### src/rtl/alu_flags_seq.sv
// ---------------------------------------------------------------------------
// alu_flags_seq
//
// Registers the {N,Z,C,V} condition flags produced alongside an ALU result,
// evaluates a 4-bit condition code against the registered flags, and keeps
// a sticky overflow bit plus a saturating count of registered overflows.
//
// Ports
//   clk          in   rising-edge clock
//   rst          in   asynchronous, active-high reset
//   valid_in     in   operand/result bundle valid this cycle
//   flag_we      in   flag write enable (qualifies valid_in)
//   alu_control  in   2  00 add, 01 sub, 10 AND, 11 OR
//   a, b         in   WIDTH  original operands (b not pre-inverted for sub)
//   result       in   WIDTH  ALU result selected by alu_control
//   cout         in   adder carry-out
//   cond         in   4  condition code evaluated against flags_q
//   clr_sticky   in   synchronous clear of sticky_v and ov_count
//   flags_q      out  4  registered flags {N,Z,C,V}, bit 3 = N
//   valid_out    out  one-cycle pulse after each accepted update
//   cond_pass    out  cond evaluated against flags_q (combinational)
//   sticky_v     out  sticky overflow
//   ov_count     out  CNT_W  saturating count of registered V=1 events
//
// Handshake: an update is accepted at a rising edge whenever
// valid_in & flag_we is high; there is no backpressure, so every such edge
// loads new flags and valid_out pulses for exactly one cycle afterwards.
// ---------------------------------------------------------------------------
module alu_flags_seq #(
    parameter int WIDTH = 4,
    parameter int CNT_W = 8
) (
    input  logic             clk,
    input  logic             rst,
    input  logic             valid_in,
    input  logic             flag_we,
    input  logic [1:0]       alu_control,
    input  logic [WIDTH-1:0] a,
    input  logic [WIDTH-1:0] b,
    input  logic [WIDTH-1:0] result,
    input  logic             cout,
    input  logic [3:0]       cond,
    input  logic             clr_sticky,
    output logic [3:0]       flags_q,
    output logic             valid_out,
    output logic             cond_pass,
    output logic             sticky_v,
    output logic [CNT_W-1:0] ov_count
);

    localparam logic [CNT_W-1:0] CNT_ONE = CNT_W'(1);
    localparam logic [CNT_W-1:0] CNT_MAX = {CNT_W{1'b1}};

    logic       w_accept;
    logic       w_is_arith;
    logic       w_n;
    logic       w_z;
    logic       w_c;
    logic       w_v;
    logic [3:0] r_flags;
    logic       r_valid;
    logic       r_sticky;
    logic [CNT_W-1:0] r_ov_count;

    assign w_accept   = valid_in & flag_we;
    assign w_is_arith = ~alu_control[1];

    // Next-flag values. For sub, alu_control[0] flips b's sign so the same
    // "operands agree in sign, result disagrees" overflow test covers both
    // add and sub; logic ops force C and V low.
    assign w_n = result[WIDTH-1];
    assign w_z = (result == '0);
    assign w_c = w_is_arith & cout;
    assign w_v = w_is_arith
               & ~(a[WIDTH-1] ^ b[WIDTH-1] ^ alu_control[0])
               & (a[WIDTH-1] ^ result[WIDTH-1]);

    always_ff @(posedge clk or posedge rst) begin
        if (rst) begin
            r_flags <= 4'b0000;
            r_valid <= 1'b0;
        end else begin
            r_valid <= w_accept;
            if (w_accept) begin
                r_flags <= {w_n, w_z, w_c, w_v};
            end
        end
    end

    // A registered overflow outranks a simultaneous clear: the clear is
    // applied first and the new event then counts as the first one.
    always_ff @(posedge clk or posedge rst) begin
        if (rst) begin
            r_sticky   <= 1'b0;
            r_ov_count <= '0;
        end else if (w_accept && w_v) begin
            r_sticky <= 1'b1;
            if (clr_sticky) begin
                r_ov_count <= CNT_ONE;
            end else if (r_ov_count != CNT_MAX) begin
                r_ov_count <= r_ov_count + CNT_ONE;
            end
        end else if (clr_sticky) begin
            r_sticky   <= 1'b0;
            r_ov_count <= '0;
        end
    end

    // Condition evaluation against the registered flags.
    always_comb begin
        logic f_n;
        logic f_z;
        logic f_c;
        logic f_v;
        f_n = r_flags[3];
        f_z = r_flags[2];
        f_c = r_flags[1];
        f_v = r_flags[0];
        cond_pass = 1'b1;
        case (cond)
            4'b0000: cond_pass = f_z;
            4'b0001: cond_pass = ~f_z;
            4'b0010: cond_pass = f_c;
            4'b0011: cond_pass = ~f_c;
            4'b0100: cond_pass = f_n;
            4'b0101: cond_pass = ~f_n;
            4'b0110: cond_pass = f_v;
            4'b0111: cond_pass = ~f_v;
            4'b1000: cond_pass = f_c & ~f_z;
            4'b1001: cond_pass = ~f_c | f_z;
            4'b1010: cond_pass = (f_n == f_v);
            4'b1011: cond_pass = (f_n != f_v);
            4'b1100: cond_pass = ~f_z & (f_n == f_v);
            4'b1101: cond_pass = f_z | (f_n != f_v);
            default: cond_pass = 1'b1;
        endcase
    end

    assign flags_q   = r_flags;
    assign valid_out = r_valid;
    assign sticky_v  = r_sticky;
    assign ov_count  = r_ov_count;

endmodule

### config.mk
export PLATFORM = sky130hd
export DESIGN_NAME = alu_flags_seq
export DESIGN_NICKNAME = d
export VERILOG_FILES = /design/src/rtl/alu_flags_seq.sv
export SDC_FILE = /design/constraint.sdc
export NUM_CORES = 1
export LEC_CHECK = 0
export ABC_AREA = 1
export CAP_MARGIN = 5
export CORE_ASPECT_RATIO = 0.6
export CORE_MARGIN = 2
export CORE_UTILIZATION = 43
export CTS_CLUSTER_DIAMETER = 80
export CTS_CLUSTER_SIZE = 30
export DETAILED_ROUTE_END_ITERATION = 12
export PLACE_DENSITY = 0.79
export SLEW_MARGIN = 20
export SYNTH_ARGS = -nofsm -noshare
export SYNTH_HDL_FRONTEND = slang
export SYNTH_SLANG_ARGS = --single-unit
### constraint.sdc
create_clock -name clk -period 1.6 [get_ports clk]
set_input_delay 0.16 -clock clk [delete_from_list [all_inputs] [get_ports clk]]
set_output_delay 0.16 -clock clk [all_outputs]
set_load 0.005 [all_outputs]
# Word-level counts from Yosys, hierarchy flattened
# Index checks and enable logic that the tools add are counted.
[totals]
wordCells = 51
in_bits = 24
register_bits = 14
out_inout_bits = 15
[op_classes]
n_addsub = 1
n_eq_ne = 16
n_reduce_logical = 6
bitwise_logic = 17
n_mux = 7
[ops]
columns = ["op", "count"]
rows = [
  ["$mux 8", 4],
  ["$eq 4x4->1 const B", 6],
  ["$eq 4x3->1 const B", 4],
  ["$pmux 1 s14", 1],
  ["$add 8x1->8 const B", 1],
  ["$eq 4x2->1 const B", 2],
  ["$logic_not 4->1", 2],
  ["$ne 8x8->1 const B", 1],
  ["$and 1x1->1", 6],
  ["$not 1->1", 6],
  ["$eq 4x1->1 const B", 1],
  ["$reduce_bool 2->1", 2],
  ["$xor 1x1->1", 3],
  ["$mux 1", 2],
  ["$or 1x1->1", 2],
  ["$reduce_and 2->1", 1],
  ["$eq 1x1->1", 1],
  ["$logic_and 1x1->1", 1],
  ["$ne 1x1->1", 1],
]

# Depth between registers and ports, before layout
# Gate-level depths: netlist (run 1).
[depth]
word_depth = 8
mapped_depth = 9
mapped_depth_nobuf = 9

# Worst setup path after synthesis (run 1)
# No wires, ideal clock.
[synth_timing]
kind = "reg2reg"
start = "register r_ov_count[0] (netlist: ov_count[0])"
end = "register r_ov_count[5] (netlist: ov_count[5])"
slack_ns = 0.288
arrival_ns = 1.247
stages_incl_launch_ff = 10
n_path_buf = 0
period_less_slack_ns = 1.312
setup_time_ns = 0.066
required_time_ns = 1.534
path_cell_list = "dfrtp_1 > ha_1 > nand2_1 > inv_2 > nand3_2 > nor2_4 > nand3_4 > nand2_4 > nand2_1 > nand2_1"
[synth_via]
elab_chain_cells = 4
elab_cells_between_ends = 7
cone_classes = "1 x add/sub; 1 x eq/ne; 3 x mux; 2 x reduce/logical"
[synth_rtl]
columns = ["item", "line_no", "source"]
rows = [
  ["start, declared", "63", "logic [CNT_W-1:0] r_ov_count;"],
  ["start signal, assigned", "101", "r_ov_count <= r_ov_count + CNT_ONE;"],
  ["$add 8x1->8", "101", ""],
  ["$mux 8", "100", "end else if (r_ov_count != CNT_MAX) begin"],
  ["$mux 8", "98", "if (clr_sticky) begin"],
  ["$mux 8", "96", "end else if (w_accept && w_v) begin"],
]
# Parallel ways exist; a longest one is shown, timed or not. The select of a mux whose other input is x is not followed.
# A chain may end at the register's enable or synchronous reset.

# Worst setup path after layout (run 1)
[layout_timing]
start = "register r_flags[0] (netlist: flags_q[0])"
end = "output port cond_pass"
[layout_via]
elab_chain_cells = 3
elab_cells_between_ends = 6
cone_classes = "2 x eq/ne; 1 x mux; 3 x bitwise"
[layout_rtl]
columns = ["item", "line_no", "source"]
rows = [
  ["start, declared", "60", "logic [3:0] r_flags;"],
  ["start signal, assigned", "85", "r_flags <= {w_n, w_z, w_c, w_v};"],
  ["$ne 1x1->1 / $eq 1x1->1 (equally long branches)", "-", ""],
  ["$or 1x1->1 / $and 1x1->1 (equally long branches)", "134, 133", ""],
  ["$pmux 1 s14 (*)", "120", "case (cond)"],
  ["end, declared", "46", "output logic cond_pass,"],
]
# Every way passes the cells marked *; elsewhere a longest branch is shown, timed or not.

==> impl_metrics.env, run 1 <==
export IMPL_status="finished, final reports clean"
export IMPL_ctsHoldBuffers=0
export IMPL_fin_util_pct=66.8
export IMPL_ys_seq_elements=14
export IMPL_cts_max_path_buffers=2
export IMPL_die_width_um=66.0
export IMPL_intPower_mw=0.691
export IMPL_holdWs_ns=0.257
export IMPL_synth_area_leaders="dfrtp_1 35%, nand2_1 23%, inv_1 8.7%, nand3_1 8.6%, nor2_1 4.9%"
export IMPL_grt_max_degree=15
export IMPL_drc_errors=0
export IMPL_synth_largest_area_cell="dfrtp_1"
export IMPL_cp_top_family="simple AND/OR/NAND/NOR gates"
export IMPL_tightest_slew_ns=0.540
export IMPL_powerDensity_nw_per_um2=645
export IMPL_fillers=200
export IMPL_crit_type="flop to primary output"
export IMPL_path_cells="nand2_1 > nand2_1 > nand2_1 > o21ai_1 > nor2_1 > nand2_1 > inv_1 > nand2_1 > clkbuf_2"
export IMPL_postSynthCellCount=157
export IMPL_synth_common_cells="61 x nand2_1, 23 x inv_1, 17 x nand3_1"
export IMPL_antenna_found_initial=0
export IMPL_path_common_cell="nand2_1"
export IMPL_nets=225
export IMPL_synth_seq_area_share_pct=35.3
export IMPL_max_vdd_ir_drop_mv=0.378
export IMPL_timing_fmax_ghz=0.642
export IMPL_async_reset_ff_share_pct=100
export IMPL_crit_required_ns=1.44
export IMPL_cp_arrival_ns=1.40
export IMPL_skew_ns=0.00108
export IMPL_num_io_pins=39
export IMPL_maxSlewViolCount=0
export IMPL_synth_edf_count=0
export IMPL_hold_viol=0
export IMPL_routedWlPerCell_um=11.7
export IMPL_antenna_cells=0
export IMPL_core_region_area_um2=2180
export IMPL_dr_pass1_iters=4
export IMPL_start_util_pct=45.5
export IMPL_avgViaCountPerCell=5.01
export IMPL_max_cap_violations=0
export IMPL_synth_cell_types=21
export IMPL_grt_overflow=0
export IMPL_num_rows=13
export IMPL_yosysWarnings=0
export IMPL_p_sw_share_pct=26.5
export IMPL_die_h_um=41.2
export IMPL_setup_tns_ns=0
export IMPL_grt_pass1_vias=805
export IMPL_slowest_stage="dfrtp_1"
export IMPL_hp_class="input port to async pin"
export IMPL_cts_made_buffers=3
export IMPL_p_clk_share_pct=37.4
export IMPL_dpl_hpwl_mm=2.11
export IMPL_netSwitchingPower_mw=0.249
export IMPL_comb_power_share_pct=22.2
export IMPL_synth_area_um2=992
export IMPL_fin_area_um2=1460
export IMPL_syn_avg_cell_area_um2=6.32
export IMPL_cts_sinks=14
export IMPL_p_leak_nw=0.768
export IMPL_cts_root_buffer="clkbuf_8"
export IMPL_critPathBufInv=2
export IMPL_max_stage_delay_ns=0.42
export IMPL_cts_tree="done"
export IMPL_fin_crit_ns=1.56
export IMPL_placed_area_um2=1380
export IMPL_min_period_over_period_pct=97.4
export IMPL_h_tree_depth=1
export IMPL_drtIter0Drc=97
export IMPL_grt_pass1_wl_mm=3.81
export IMPL_drt_wl_total_mm=2.67
export IMPL_crit_fanout=4
export IMPL_gp_congestion=0.877
export IMPL_setup_viol=0
export IMPL_timing_final_ws_setup_ns=0.0421
export IMPL_clk_latency_ns=0.25
export IMPL_port_buffer_count=32
export IMPL_synth_top_cell_area_share_pct=35.3
export IMPL_die_area_um2=2720
export IMPL_drive_above_1_share_pct=13.6
export IMPL_crit_path_end_kind="primary output"
export IMPL_post_synth_top_count_cell="nand2_1"
export IMPL_grt_use_total_pct=20.0
export IMPL_vias=1148
export IMPL_synthFlopType="dfrtp_1"
export IMPL_areaGrowthSynthToFinish_pct=46.8
export IMPL_synth_nets=182
export IMPL_power_frac_seq_pct=40.5
export IMPL_pre_cts_ws_ns=-0.323
export IMPL_antenna_left=0
export IMPL_relSlewSlack_pct=64.0
export IMPL_path_clk_slew_ns=0.06
export IMPL_startpoint_type="flop"
-- power groups by stage --
stage          combinational, mW  clock (mW)  sequential [mW]
6_report                   0.208       0.351            0.380
5_1_grt                    0.230       0.379            0.382
4_1_cts                    0.200       0.353            0.380
3_5_place_dp               0.196           0            0.388
3_3_place_gp               0.192           0            0.387
2_1_floorplan             0.0843           0            0.387
-- cell usage in the layout (no fill, tap or decap), drive strengths merged --
cell           instances
nand4                  5
xnor2                  1
nand2                 63
a21o                   1
clkbuf                 5
nand3                 19
clkinv                 1
dlygate4sd2            3
nor3                   3
a21oi                  2
o21ai                  5
ha                     1
nor2                  15
buf                    6
clkdlybuf4s50         28
inv                   27
dfrtp                 14
-- cell type report --
| cell class | count | area [µm²] | share of cell area [%] |
|---|---|---|---|
| Clock buffer | 4 | 55.1 | 3.78 |
| Inverter | 28 | 105 | 7.22 |
| Multi-Input combinational cell | 115 | 552 | 37.9 |
| Sequential cell | 14 | 350 | 24.1 |
| Tap cell | 30 | 37.5 | 2.58 |
| Timing Repair Buffer | 38 | 357 | 24.5 |
-- kinds of logic after synthesis --
group | share of synthesized area [%]
AND/OR/NAND/NOR | 47.5
adder cells (fa/ha/maj) | 1.26
XOR/XNOR | 0.883
AO/OA/AOI/OAI | 4.41
flip-flops | 35.3
buffers and inverters | 10.6
-- registers in the layout, summed over array words and instances (netlist names) --
signal,flops
flags_q,4
ov_count,8
sticky_v,1
valid_out,1
-- worst paths after layout --
kind	slack [ns]	from	end	cells past startpoint
worst min register to register	0.50	sticky_v$_DFFE_PP0P_	sticky_v$_DFFE_PP0P_	2
min in group clk	0.50	sticky_v$_DFFE_PP0P_	sticky_v$_DFFE_PP0P_	2
worst max register to register	0.16	ov_count[1]$_DFFE_PP0P_	ov_count[6]$_DFFE_PP0P_	9
worst min-delay path	0.26	rst	valid_out$_DFF_PP0_	2
worst max-delay path	0.04	flags_q[0]$_DFFE_PP0P_	cond_pass	9
max in group asynchronous	0.99	rst	sticky_v$_DFFE_PP0P_	2
-- per-layer routing --
metal	global-route usage, %	up-vias	routed length, µm
li1	-	571	-
met1	29.4	519	1220
met2	29.8	58	1210
met3	4.95	0	239
met4	4.59	0	0
met5	0	-	0
-- timing repair --
action                                  4_1_cts  5_1_grt
pin swaps                                     3        0
gates resized for setup                       9        3
endpoints found under the setup margin        1        1
setup buffers                                 1        1
-- per-stage QoR --
step | total power, mW | instances
finish | 0.940 | 229
global route | 0.990 | 229
CTS | 0.934 | 228
detailed placement | 0.584 | 223
global placement | 0.579 | 223
floorplan | 0.471 | 157
-- worst register-to-register path: cells and delay by family (launching register included) --
kind	cells	cell delay [ns]
flops	1	0.40
simple gates	7	0.67
buf+inv	1	0.11
fa+ha+maj	1	0.20
Note: power is estimated with default switching activity, not from simulation.
==> run 2: changes to the inputs <==
- CORE_UTILIZATION: 43 -> 39
- PLACE_DENSITY: 0.79 -> 0.76
- clock period: 1.6 -> 1.34 ns (I/O delays scaled with it)
==> impl_metrics.env, run 2 (synthesis gave the netlist of run 1 again) <==
export IMPL_dr_pass1_iters=4
export IMPL_cts_tree="done"
export IMPL_status="finished with violations"
export IMPL_holdWs_ns=0.214
export IMPL_cp_top_family="buffers and inverters"
export IMPL_rsz0062_at_grt="yes"
export IMPL_p_leak_nw=0.933
export IMPL_port_buffer_count=32
export IMPL_cts_sinks=14
export IMPL_max_stage_delay_ns=0.51
export IMPL_crit_fanout=3
export IMPL_slowest_stage="clkdlybuf4s50_1"
export IMPL_max_vdd_ir_drop_mv=0.466
export IMPL_dp_cells=233
export IMPL_vias=1308
export IMPL_dpl_hpwl_mm=2.30
export IMPL_final_common_cell="nand2_1"
export IMPL_setup_tns_ns=-0.863
export IMPL_fin_crit_ns=1.61
export IMPL_fillers=199
export IMPL_die_area_um2=2980
export IMPL_start_util_pct=40.5
export IMPL_hp_class="input port to async pin"
export IMPL_timing_rr_start="ov_count[1]$_DFFE_PP0P_"
export IMPL_p_sw_share_pct=28.4
export IMPL_cts_max_path_buffers=2
export IMPL_num_io_pins=39
export IMPL_p_clk_share_pct=35.7
export IMPL_avgViaCountPerCell=5.19
export IMPL_core_region_area_um2=2450
export IMPL_drive_above_1_share_pct=33.2
export IMPL_routedWlPerCell_um=14.9
export IMPL_antenna_found_initial=0
export IMPL_max_cap_violations=0
export IMPL_intPower_mw=0.858
export IMPL_violations="negative setup slack"
export IMPL_crit_required_ns=1.21
export IMPL_maxSlewViolCount=0
export IMPL_startpoint_type="input port"
export IMPL_fin_area_um2=1700
export IMPL_cts_made_buffers=3
export IMPL_h_tree_depth=1
export IMPL_timing_fmax_ghz=0.621
export IMPL_setup_viol=9
export IMPL_path_clk_slew_ns=0.06
export IMPL_cts_root_buffer="clkbuf_8"
export IMPL_grt_overflow=0
export IMPL_antenna_cells=0
export IMPL_comb_power_share_pct=26.2
export IMPL_path_common_cell="nand2_1"
export IMPL_tightest_slew_ns=0.534
export IMPL_largest_reg_flops=8
export IMPL_grt_pass1_wl_mm=5.15
export IMPL_clk_latency_ns=0.25
export IMPL_antenna_left=0
export IMPL_hold_viol=0
export IMPL_critPathBufInv=4
export IMPL_drt_wl_total_mm=3.76
export IMPL_nets=246
export IMPL_reg2regPathDepth=9
export IMPL_fin_cells=252
export IMPL_power_frac_seq_pct=38.1
export IMPL_min_period_over_period_pct=120
export IMPL_grt_max_degree=15
export IMPL_netSwitchingPower_mw=0.340
export IMPL_drc_errors=0
export IMPL_die_width_um=69.1
export IMPL_skew_ns=0.00537
export IMPL_most_common_layout_cells="47 x nand2_1, 26 x buf_4, 22 x clkdlybuf4s50_1"
export IMPL_drtIter0Drc=67
export IMPL_relSlewSlack_pct=64.4
export IMPL_die_h_um=43.1
export IMPL_gp_congestion=0.828
export IMPL_powerDensity_nw_per_um2=705
export IMPL_crit_type="input port to primary output"
export IMPL_areaGrowthSynthToFinish_pct=71.4
export IMPL_grt_use_total_pct=21.7
export IMPL_path_cells="clkdlybuf4s50_1 > nand2_1 > clkinv_1 > nand3_2 > nand3_1 > nand3_1 > nand2_1 > inv_1 > nand2_1 > buf_2"
export IMPL_r2r_end="ov_count[4]$_DFFE_PP0P_"
export IMPL_num_rows=14
export IMPL_reg2reg_slack_ns=-0.09
export IMPL_grt_pass1_vias=1126
export IMPL_crit_path_end_kind="primary output"
export IMPL_cp_arrival_ns=1.48
export IMPL_p_total_mw=1.20
export IMPL_timing_final_ws_setup_ns=-0.269
export IMPL_placed_area_um2=1440
==> run 2: cell types whose count changed in the layout (fill, tap and decap cells not counted), moves of 3 or more <==
cell | previous run | this run
nand2_2 | 3 | 15
dlymetal6s2s_1 | 0 | 3
buf_4 | 6 | 26
nand3_1 | 16 | 13
dfrtp_2 | 0 | 4
clkdlybuf4s50_1 | 28 | 22
dfrtp_1 | 14 | 10
nand2_1 | 59 | 47
==> run 2: how the worst max path moves through the flow <==
stage	from	endpoint	slack, ns	cells after the start
after floorplan	ov_count[0]$_DFFE_PP0P_	ov_count[5]$_DFFE_PP0P_	0.03	9
after global placement	cond[0]	cond_pass	-0.49	11
after detailed placement	cond[3]	cond_pass	-0.66	9
after CTS	flags_q[3]$_DFFE_PP0P_	cond_pass	-0.16	9
after global routing	cond[2]	cond_pass	-0.33	10
final	cond[2]	cond_pass	-0.27	10
==> run 2: metrics by stage <==
stage | util, % | setup WS (ns)
final | 69.3 | -0.269
after global routing | 69.3 | -0.325
after CTS | 62.4 | -0.162
after detailed placement | 58.8 | -0.663
after global placement | 58.8 | -0.495
after floorplan | - | 0.0277
==> run 2: area by class of cell <==
| class | count | area [µm²] | share of cell area [%] |
|---|---|---|---|
| Multi-Input combinational cell | 115 | 626 | 36.8 |
| Timing Repair Buffer | 59 | 519 | 30.5 |
| Sequential cell | 14 | 355 | 20.9 |
| Inverter | 28 | 105 | 6.18 |
| Clock buffer | 4 | 55.1 | 3.24 |
| Tap cell | 32 | 40.0 | 2.35 |
==> run 2: power groups by stage <==
stage,logic (mW),clock network (mW),registers (mW)
after floorplan,0.101,0,0.462
after global placement,0.256,0,0.461
after detailed placement,0.266,0,0.461
after CTS,0.275,0.424,0.454
after global routing,0.340,0.447,0.458
final,0.314,0.428,0.456
==> run 2: timing repair <==
item                       CTS  global route
resized for setup           18            32
pin swaps                    1            15
setup buffers                4            11
hold buffers                 0             0
setup endpoints to repair   13            16
==> run 2: layer usage <==
metal  track usage (%)  part of all wire (%)
met5                 0                     0
met4              2.35                   3.4
met3              6.89                   7.3
met2              35.0                    49
met1              29.8                    40
==> run 3: changes to the inputs <==
- SLEW_MARGIN: 20 -> not set
==> results of run 3 <==
Same layout as run 2: the final DEF is identical, and so are final timing and power.
